## src/rtl/lrf_pkg.sv

```systemverilog
// Shared constants and helpers for the fusion stream stages.
package lrf_pkg;

    localparam int unsigned DEFAULT_PIXELS_PER_BEAT = 16;
    localparam int unsigned DEFAULT_INPUT_WIDTH     = 8;
    localparam int unsigned DEFAULT_IMAGE_DIM       = 512;
    localparam int unsigned FUSION_PIPE_LATENCY     = 23;

    // Smallest r with 2**r >= value (0 for value <= 1).
    function automatic int unsigned clog2(input int unsigned value);
        int unsigned r;
        int unsigned span;
        r    = 0;
        span = 1;
        while (span < value) begin
            span = span * 2;
            r    = r + 1;
        end
        return r;
    endfunction

    // Number of beats that make up one square frame.
    function automatic int unsigned beats_per_frame(input int unsigned image_dim,
                                                    input int unsigned pixels_per_beat);
        return (image_dim * image_dim) / pixels_per_beat;
    endfunction

    localparam int unsigned BEATS_PER_FRAME =
        beats_per_frame(DEFAULT_IMAGE_DIM, DEFAULT_PIXELS_PER_BEAT);

endpackage

```

## src/rtl/fusion_axis_out_if.sv

```systemverilog
// AXI4-Stream bundle carrying fused frames out of the fusion pipeline.
interface fusion_axis_out_if #(
    parameter int unsigned DATA_WIDTH = 128
) ();

    logic [DATA_WIDTH-1:0] tdata;
    logic                  tvalid;
    logic                  tready;
    logic                  tlast;
    logic                  tuser;

    modport master (
        output tdata,
        output tvalid,
        output tlast,
        output tuser,
        input  tready
    );

    modport slave (
        input  tdata,
        input  tvalid,
        input  tlast,
        input  tuser,
        output tready
    );

endinterface

```

## src/rtl/sync_fifo_fwft.sv

```systemverilog
// Synchronous show-ahead FIFO; head entry is visible on rd_data whenever not empty.
module sync_fifo_fwft
    import lrf_pkg::*;
#(
    parameter  int unsigned WIDTH = 8,
    parameter  int unsigned DEPTH = 8,
    localparam int unsigned PTR_W = clog2(DEPTH),
    localparam int unsigned CNT_W = PTR_W + 1
) (
    input  logic             clk,
    input  logic             rst_n,
    input  logic             wr_en,
    input  logic [WIDTH-1:0] wr_data,
    input  logic             rd_en,
    output logic [WIDTH-1:0] rd_data,
    output logic [CNT_W-1:0] count,
    output logic             full,
    output logic             empty
);

    logic [WIDTH-1:0] mem_q [DEPTH];
    logic [WIDTH-1:0] mem_d [DEPTH];
    logic [PTR_W-1:0] wr_ptr_q, wr_ptr_d;
    logic [PTR_W-1:0] rd_ptr_q, rd_ptr_d;
    logic [CNT_W-1:0] count_q, count_d;
    logic             do_wr;
    logic             do_rd;

    assign full    = (count_q == CNT_W'(DEPTH));
    assign empty   = (count_q == '0);
    assign count   = count_q;
    assign rd_data = mem_q[rd_ptr_q];
    assign do_wr   = wr_en & ~full;
    assign do_rd   = rd_en & ~empty;

    // Next storage, pointers and occupancy; pointers wrap since DEPTH is a power of two.
    always_comb begin
        mem_d    = mem_q;
        wr_ptr_d = wr_ptr_q;
        rd_ptr_d = rd_ptr_q;
        count_d  = count_q;
        if (do_wr) begin
            mem_d[wr_ptr_q] = wr_data;
            wr_ptr_d        = wr_ptr_q + 1'b1;
        end
        if (do_rd) begin
            rd_ptr_d = rd_ptr_q + 1'b1;
        end
        case ({do_wr, do_rd})
            2'b10:   count_d = count_q + 1'b1;
            2'b01:   count_d = count_q - 1'b1;
            default: count_d = count_q;
        endcase
    end

    // Storage array; contents are don't-care while unoccupied, so no reset.
    always_ff @(posedge clk) begin
        mem_q <= mem_d;
    end

    // Pointer and occupancy registers.
    always_ff @(posedge clk or negedge rst_n) begin
        if (!rst_n) begin
            wr_ptr_q <= '0;
            rd_ptr_q <= '0;
            count_q  <= '0;
        end else begin
            wr_ptr_q <= wr_ptr_d;
            rd_ptr_q <= rd_ptr_d;
            count_q  <= count_d;
        end
    end

endmodule

```

## src/rtl/fusion_axis_out.sv

```systemverilog
// Output stage of the fusion pipeline: tracks live pipeline slots, buffers fused
// beats, back-pressures the pipeline via stall and emits frames on AXI4-Stream.
module fusion_axis_out
    import lrf_pkg::*;
#(
    parameter int unsigned PIXELS_PER_BEAT = DEFAULT_PIXELS_PER_BEAT,
    parameter int unsigned INPUT_WIDTH     = DEFAULT_INPUT_WIDTH,
    parameter int unsigned IMAGE_DIM       = DEFAULT_IMAGE_DIM,
    parameter int unsigned DATA_WIDTH      = INPUT_WIDTH * PIXELS_PER_BEAT,
    parameter int unsigned PIPE_LATENCY    = FUSION_PIPE_LATENCY,
    parameter int unsigned FIFO_DEPTH      = 8
) (
    input  logic                  clk,
    input  logic                  aresetn,
    input  logic                  in_valid,
    output logic                  in_ready,
    output logic                  stall,
    input  logic [DATA_WIDTH-1:0] fused_frame,
    fusion_axis_out_if.master     m_axis,
    output logic                  frame_done
);

    localparam int unsigned BEATS   = beats_per_frame(IMAGE_DIM, PIXELS_PER_BEAT);
    localparam int unsigned CNT_W   = (clog2(BEATS) > 0) ? clog2(BEATS) : 1;
    localparam int unsigned ENTRY_W = DATA_WIDTH + 2;
    localparam int unsigned FCNT_W  = clog2(FIFO_DEPTH) + 1;

    logic [PIPE_LATENCY-1:0] vld_q, vld_d;
    logic [CNT_W-1:0]        cnt_q, cnt_d;
    logic                    frame_done_q, frame_done_d;

    logic                    wr;
    logic                    rd;
    logic                    tvalid;
    logic [ENTRY_W-1:0]      wr_entry;
    logic [ENTRY_W-1:0]      head_entry;
    logic [FCNT_W-1:0]       fifo_count;
    logic                    fifo_full;
    logic                    fifo_empty;
    logic                    head_user;
    logic                    head_last;

    // Stall depends only on registered occupancy, never on tready.
    assign stall    = fifo_full;
    assign in_ready = ~stall;
    assign wr       = vld_q[PIPE_LATENCY-1] & ~stall;
    assign tvalid   = (fifo_count != '0);
    assign rd       = tvalid & m_axis.tready;

    // Entry layout: {tuser, tlast, data}.
    assign wr_entry  = {(cnt_q == '0), (cnt_q == CNT_W'(BEATS - 1)), fused_frame};
    assign head_user = head_entry[ENTRY_W-1];
    assign head_last = head_entry[ENTRY_W-2];

    // Stale storage is masked so every stream output reads 0 while nothing is queued.
    assign m_axis.tvalid = tvalid;
    assign m_axis.tdata  = fifo_empty ? '0 : head_entry[DATA_WIDTH-1:0];
    assign m_axis.tuser  = fifo_empty ? 1'b0 : head_user;
    assign m_axis.tlast  = fifo_empty ? 1'b0 : head_last;
    assign frame_done    = frame_done_q;

    sync_fifo_fwft #(
        .WIDTH (ENTRY_W),
        .DEPTH (FIFO_DEPTH)
    ) u_fifo (
        .clk     (clk),
        .rst_n   (aresetn),
        .wr_en   (wr),
        .wr_data (wr_entry),
        .rd_en   (rd),
        .rd_data (head_entry),
        .count   (fifo_count),
        .full    (fifo_full),
        .empty   (fifo_empty)
    );

    // Valid tracker shifts alongside the fusion pipeline and freezes with it.
    always_comb begin
        vld_d = vld_q;
        if (!stall) begin
            vld_d[0] = in_valid;
            for (int unsigned k = 1; k < PIPE_LATENCY; k++) begin
                vld_d[k] = vld_q[k-1];
            end
        end
    end

    // Beat position within the frame, advanced only by real written beats.
    always_comb begin
        cnt_d = cnt_q;
        if (wr) begin
            cnt_d = (cnt_q == CNT_W'(BEATS - 1)) ? '0 : cnt_q + 1'b1;
        end
    end

    // End-of-frame pulse follows acceptance of the tlast beat.
    always_comb begin
        frame_done_d = rd & head_last;
    end

    // Control state registers.
    always_ff @(posedge clk or negedge aresetn) begin
        if (!aresetn) begin
            vld_q        <= '0;
            cnt_q        <= '0;
            frame_done_q <= 1'b0;
        end else begin
            vld_q        <= vld_d;
            cnt_q        <= cnt_d;
            frame_done_q <= frame_done_d;
        end
    end

endmodule

```

## src/flat_wrapper.sv

```systemverilog
// flat-port wrapper written by rule: the top's interface ports become plain ports
module fusion_axis_out_flat import lrf_pkg::*;
#(
    parameter int unsigned PIXELS_PER_BEAT = DEFAULT_PIXELS_PER_BEAT,
    parameter int unsigned INPUT_WIDTH     = DEFAULT_INPUT_WIDTH,
    parameter int unsigned IMAGE_DIM       = DEFAULT_IMAGE_DIM,
    parameter int unsigned DATA_WIDTH      = INPUT_WIDTH * PIXELS_PER_BEAT,
    parameter int unsigned PIPE_LATENCY    = FUSION_PIPE_LATENCY,
    parameter int unsigned FIFO_DEPTH      = 8
)
  (clk, aresetn, in_valid, in_ready, stall, fused_frame, frame_done, m_axis_tdata, m_axis_tvalid, m_axis_tlast, m_axis_tuser, m_axis_tready);
  fusion_axis_out_if #(.DATA_WIDTH(DATA_WIDTH)) m_axis_i ();
  input  logic clk;
  input  logic aresetn;
  input  logic in_valid;
  output logic in_ready;
  output logic stall;
  input  logic [DATA_WIDTH-1:0] fused_frame;
  output logic frame_done;
  output wire logic [$bits(m_axis_i.tdata)-1:0] m_axis_tdata;
  output wire logic [$bits(m_axis_i.tvalid)-1:0] m_axis_tvalid;
  output wire logic [$bits(m_axis_i.tlast)-1:0] m_axis_tlast;
  output wire logic [$bits(m_axis_i.tuser)-1:0] m_axis_tuser;
  input wire logic [$bits(m_axis_i.tready)-1:0] m_axis_tready;
  assign m_axis_tdata = m_axis_i.tdata;
  assign m_axis_tvalid = m_axis_i.tvalid;
  assign m_axis_tlast = m_axis_i.tlast;
  assign m_axis_tuser = m_axis_i.tuser;
  assign m_axis_i.tready = m_axis_tready;
  fusion_axis_out #(.PIXELS_PER_BEAT(PIXELS_PER_BEAT), .INPUT_WIDTH(INPUT_WIDTH), .IMAGE_DIM(IMAGE_DIM), .DATA_WIDTH(DATA_WIDTH), .PIPE_LATENCY(PIPE_LATENCY), .FIFO_DEPTH(FIFO_DEPTH)) u_core (.clk(clk), .aresetn(aresetn), .in_valid(in_valid), .in_ready(in_ready), .stall(stall), .fused_frame(fused_frame), .m_axis(m_axis_i), .frame_done(frame_done));
endmodule
```

## config.mk

```make
export PLATFORM = sky130hd
export DESIGN_NAME = fusion_axis_out_flat
export DESIGN_NICKNAME = d
export VERILOG_FILES = /design/src/rtl/lrf_pkg.sv /design/src/rtl/fusion_axis_out_if.sv /design/src/rtl/sync_fifo_fwft.sv /design/src/rtl/fusion_axis_out.sv /design/src/flat_wrapper.sv
export SDC_FILE = /design/constraint.sdc
export NUM_CORES = 1
export LEC_CHECK = 0
export CORE_MARGIN = 3
export CORE_UTILIZATION = 51
export DETAILED_ROUTE_END_ITERATION = 10
export DONT_BUFFER_PORTS = 1
export PLACE_DENSITY = 0.72
export SLEW_MARGIN = 20
export SYNTH_ARGS = -nofsm -noshare
export SYNTH_HDL_FRONTEND = slang
export SYNTH_SLANG_ARGS = --single-unit
```

## constraint.sdc

```tcl
create_clock -name clk -period 12.9 [get_ports clk]
set_input_delay 2.58 -clock clk [delete_from_list [all_inputs] [get_ports clk]]
set_output_delay 2.58 -clock clk [all_outputs]
set_load 0.1 [all_outputs]
```

==> results.cfg, run 1 <==
[outcome]
status = completed

[cts]
cts_root_buf = clkbuf_16
cts-htree-levels = 3
cts-buffers-inserted = 106
cts_tree = built
cts_resized = 0
clk_pin_slew_worst_paths_ps = 60
cts.sinks = 1088
cts_setup_buffers = 0
clock_latency_ps = 660
clockBufferDepth = 3
hold_buffers = 0

[timing]
rsz0062_at_grt = false
max_clock_freq_ghz = 0.138
fin_tns_setup_ps = 0
final-setup-viol-count = 0
finClkSkew_ps = 22.4
min_period_ps = 7230
worstMarginPinSlew_ps = 1210
post-route-period-util_pct = 56.1
fin_ws_ps = 5670
relSlewSlack_pct = 19.5
maxSlewViolCount = 0
hold_viol = 0

[placed_design]
post-dp-hpwl_um = 44000
port_buffers = 0
gp_congestion = 0.724
placed_area_um2 = 43100
dp_worst_setup_slack_ps = 6140

[grt]
grt_max_degree = 137
antenna_found_initial = 0
grt_use_total_pct = 19.2
overflow = 0
grt_pass1_wl_um = 124000
grt_pass1_vias = 19700

[logic_synthesis]
synth_edf_count = 1040
ys_seq_area_share_pct = 78.2
synthXorXnorAreaFrac_pct = 0.380
synthArstFlopShare_pct = 4.41
synth_top_area_share_pct = 75.3
yosysWarnings = 0
synth_top_cell_by_area = edfxtp_1
ys_seq_elements = 1088
synth_flop_cell = edfxtp_1
syn_avg_cell_area_um2 = 22.0
synth_compound_area_share_pct = 0.154
synth_fa_ha_area_share_pct = 0.211
yosysUniqueCellTypes = 38
synth_nets = 2024
synth_top_family_by_area = multiplexers
yosys.area_share.simple_pct = 2.70
netlist_top_cells_area = edfxtp_1, mux4_2, mux2i_1
syn_inst = 1885
synthMuxAreaShare_pct = 17.3
netlist_area_um2 = 41500

[floorplanning]
coreArea_um2 = 79800
rows = 103
dieArea_um2 = 84800
io_pins = 266
chipHeight_um = 291
die_w_um = 291
initial_core_util_pct = 52.0

[final_layout]
design_area_um2 = 46800
final_core_util_pct = 58.6
diodes = 0
nets = 2077
area_growth_pct = 12.7
drive_gt1_share_pct = 30.4
fill_cells = 5523

[min_path]
hold_class = reg2reg

[setup_path]
end_kind = output pin
start_kind = flop
crit_path_max_fanout = 45
crit_type = reg2out
crit_arrival_ps = 4650
worstPathRequired_ps = 10320

[drt]
via_count = 18200
viasPerCell = 5.92
antenna_left = 0
drtPass1Iterations = 4
routed_wl_um = 80700
drc_errors = 0
wire_per_inst_um = 26.2
drtIter0Drc = 1338

[run]
cap_viol_max_count = 0
cell type report:
class	instances	area (µm²)	share of cell area [%]
clock buffers	131	2900	6.21
clock inverters	67	684	1.46
inverters	7	28.8	0.0616
multi-input cells	695	9030	19.3
flip-flops and latches	1088	32400	69.4
well taps	1050	1310	2.81
repair buffers	40	345	0.739
synthesized netlist by cell type, types with 2 or more instances:
master       n
edfxtp_1  1040
mux4_2     260
nor2_1     140
mux2i_1    130
nand2_1     86
dfrtp_1     48
clkbuf_1    41
buf_2       34
buf_1       20
xnor2_1     12
nor3_1       9
ha_1         7
nor4_1       7
xor2_1       6
inv_1        5
nand2b_1     4
nand3_1      4
a21oi_1      3
nand4_1      3
nor4b_1      3
or3_1        3
mux2_2       2
o21ai_0      2
or4_1        2
critical path, stage by stage, from the launching register on:
cell and delay [ps]:
dfrtp_4 1030, buf_4 790, buf_4 730, mux4_2 360, mux2i_1 80, nor2_2 890
cell usage in the layout, fill, tap and decap left out, drive strengths merged, types with 2 or more instances in the layout:
cell      synthesis  routed
nor4              8       8
nor3              9       9
or3               3       3
xor2              6       6
a21oi             3       3
nor2            140     140
clkbuf           41     131
mux2              2       2
mux4            260     260
edfxtp         1040    1040
nand2            86      86
nor4b             3       3
mux2i           130     130
dfrtp            48      48
clkinvlp          0       8
or4               2       2
o21ai             2       2
nand3             5       5
clkinv            0      46
inv               7      10
nand4             3       3
nand2b            4       4
bufinv            0      10
buf              54      40
xnor2            12      12
ha                7       7
through the flow:
stage	cells	hold WS (ps)
global route	3078	481
finish	3078	467
detailed placement	2880	455
floorplan	1885	439
CTS	3078	468
global placement	2879	449
registers in the layout, summed over array words and instances, names as in the netlist:
name and count:
u_core.cnt_q 14, u_core.u_fifo.rd_ptr_q 3, u_core.u_fifo.count 4, u_core.u_fifo.wr_ptr_q 3
u_core.u_fifo.mem_q 1040, u_core.vld_q 23, u_core.frame_done 1
per-layer routing:
layer | wire length (µm) | up-vias | global-route usage [%]
met5 | 0 | - | 0
met4 | 1610 | 0 | 5.36
met3 | 5640 | 125 | 5.10
met2 | 41800 | 517 | 32.6
met1 | 31700 | 9762 | 24.8
li1 | - | 7827 | -
final timing paths:
path | to | cells after the start | slack [ps] | startpoint
min reg2reg | u_core.vld_q[15] | 2 | 470 | u_core.vld_q[15]
min in group asynchronous | u_core.u_fifo.rd_ptr_q[1] | 0 | 1630 | aresetn
max | m_axis_tdata[70] | 5 | 5670 | u_core.u_fifo.rd_ptr_q[0]
max in group asynchronous | u_core.u_fifo.rd_ptr_q[0] | 0 | 11170 | aresetn
min | u_core.vld_q[15] | 2 | 470 | u_core.vld_q[15]
max reg2reg | u_core.u_fifo.mem_q[590] | 7 | 8750 | u_core.u_fifo.count[0]
cells by family after synthesis:
| family | count (synthesis) |
|---|---|
| AO/OA/AOI/OAI | 10 |
| XOR/XNOR | 18 |
| adder cells (fa/ha/maj) | 7 |
| buffers and inverters | 102 |
| flip-flops | 1088 |
| multiplexers | 392 |
| AND/OR/NAND/NOR | 268 |
Power of run 1 is not shown: default switching activity piles up to over one toggle a cycle in this logic, so the estimate is an artifact.
==> inputs of run 2 (changes only) <==
--- a/config.mk
+++ b/config.mk
@@ -9,7 +9,7 @@
 export CORE_UTILIZATION = 51
 export DETAILED_ROUTE_END_ITERATION = 10
 export DONT_BUFFER_PORTS = 1
-export PLACE_DENSITY = 0.72
+export PLACE_DENSITY = 0.69
 export SLEW_MARGIN = 20
 export SYNTH_ARGS = -nofsm -noshare
 export SYNTH_HDL_FRONTEND = slang
==> constraint.sdc (replaced) <==
create_clock -name clk -period 6.8 [get_ports clk]
set_input_delay 1.36 -clock clk [delete_from_list [all_inputs] [get_ports clk]]
set_output_delay 1.36 -clock clk [all_outputs]
set_load 0.1 [all_outputs]
==> run 2 against run 1 <==
Net effect:
- clock-buffer cell count fell by 5
- critical endpoint is now m_axis_tdata[93]
- flip-flop and latch count unchanged
- final cell count about the same
- largest cell class unchanged
==> results.cfg, run 2 (synthesized netlist as in run 1, its figures left out) <==
[setup_path]
crit_type = reg2out
crit_arrival_ps = 3620
worstRegToRegCells = 6
worstPathRequired_ps = 5440
start_kind = flop
regToRegStartpoint = u_core.u_fifo.count[0]
cpLargestDelayFamily = flip-flops
cp_num_buf_inv = 1
slowest_delay_ps = 1070
crit_slowest_cell = dfrtp_4
end_kind = output pin
crit_path_max_fanout = 62
critical_path.cell_chain = buf_12, mux4_2, mux2i_1, nor2_2
r2r_slack_ps = 2930
r2r-end = u_core.u_fifo.mem_q[710]

[timing]
post-route-period-util_pct = 73.3
maxSlewViolCount = 0
finClkSkew_ps = 31.9
rsz0062_at_grt = false
worstMarginPinSlew_ps = 1190
hold_viol = 0
relSlewSlack_pct = 20.5
max_clock_freq_ghz = 0.201
min_period_ps = 4980
final-setup-viol-count = 0

[drt]
routed_wl_um = 82700
viasPerCell = 5.94
wire_per_inst_um = 26.9
drc_errors = 0
drtIter0Drc = 1377
antenna_left = 0
drtPass1Iterations = 5
via_count = 18300

[cts]
hold_buffers = 0
cts-htree-levels = 3
clockBufferDepth = 3
cts_root_buf = clkbuf_16
cts_resized = 0
clock_latency_ps = 680
cts-buffers-inserted = 106
cts_setup_buffers = 0
clk_pin_slew_worst_paths_ps = 70
cts.sinks = 1088
cts_tree = built

[floorplanning]
die_w_um = 291
initial_core_util_pct = 52.0
dieArea_um2 = 84800
chipHeight_um = 291
io_pins = 266
rows = 103
coreArea_um2 = 79800

[final_layout]
reg_top3 = u_core.u_fifo.mem_q x1040, u_core.vld_q x23, u_core.cnt_q x14
diodes = 0
mostFrequentLayoutCells = edfxtp_1, mux4_2, mux2i_1, nor2_2, clkbuf_16
drive_gt1_share_pct = 30.1
final_common_cell = edfxtp_1
nets = 2081
fill_cells = 5596
fin_cells = 3081
largest_reg_flops = 1040
top_register = u_core.u_fifo.mem_q
area_growth_pct = 12.9

[grt]
overflow = 0
grt_use_total_pct = 19.7
grt_pass1_vias = 19900
grt_max_degree = 107
grt_pass1_wl_um = 126000
antenna_found_initial = 0

[placed_design]
post-dp-hpwl_um = 44000
dpl.cell_count = 2884
port_buffers = 0
gp_congestion = 0.700

[outcome]
status = completed

[min_path]
hold_class = in2async

[run]
cap_viol_max_count = 0
-- run 2: area by class of cell --
type	instances	area, µm²	share of cell area [%]
Multi-Input combinational cell	695	9030	19.3
Sequential cell	1088	32400	69.3
Clock inverter	71	746	1.59
Timing Repair Buffer	44	468	1.00
Inverter	7	28.8	0.0615
Tap cell	1050	1310	2.81
Clock buffer	126	2790	5.96
-- run 2: worst reg2reg max path: cells and delay by family (launching register included) --
family | cells | cell delay (ps)
simple gates | 4 | 1680
buf+inv | 2 | 1240
flops | 1 | 470
-- run 2: stage by stage --
step / hold slack [ps] / area [µm²] / TNS [ps] / util [%] / worst slack (ps)
after floorplan: 439 / 41500 / -1763460 / - / -3880
after global routing: 342 / 46800 / 0 / 58.7 / 1530
after detailed placement: 455 / 43300 / 0 / 54.2 / 2400
after global placement: 449 / 43300 / 0 / 54.2 / 2420
final: 399 / 46800 / 0 / 58.7 / 1820
after CTS: 351 / 46800 / 0 / 58.7 / 1650
-- run 2: worst max-delay path by stage --
| stage | to | cells after the start | start | slack, ps |
|---|---|---|---|---|
| floorplan | u_core.u_fifo.mem_q[260] | 6 | u_core.u_fifo.count[0] | -3880 |
| global placement | m_axis_tdata[116] | 4 | u_core.u_fifo.rd_ptr_q[0] | 2420 |
| detailed placement | m_axis_tdata[98] | 4 | u_core.u_fifo.rd_ptr_q[0] | 2400 |
| CTS | m_axis_tdata[93] | 4 | u_core.u_fifo.rd_ptr_q[0] | 1650 |
| global route | m_axis_tdata[94] | 4 | u_core.u_fifo.rd_ptr_q[0] | 1530 |
| finish | m_axis_tdata[93] | 4 | u_core.u_fifo.rd_ptr_q[0] | 1820 |
-- run 2: per-layer routing --
layer | part of all wire, % | vias to the layer above | track usage (%)
met5 | 0 | - | 0
met4 | 2.5 | 0 | 5.42
met3 | 7.0 | 120 | 5.78
met2 | 51 | 456 | 33.6
met1 | 39 | 9889 | 24.7
li1 | - | 7850 | -
Power of run 2 is left out for the same reason.
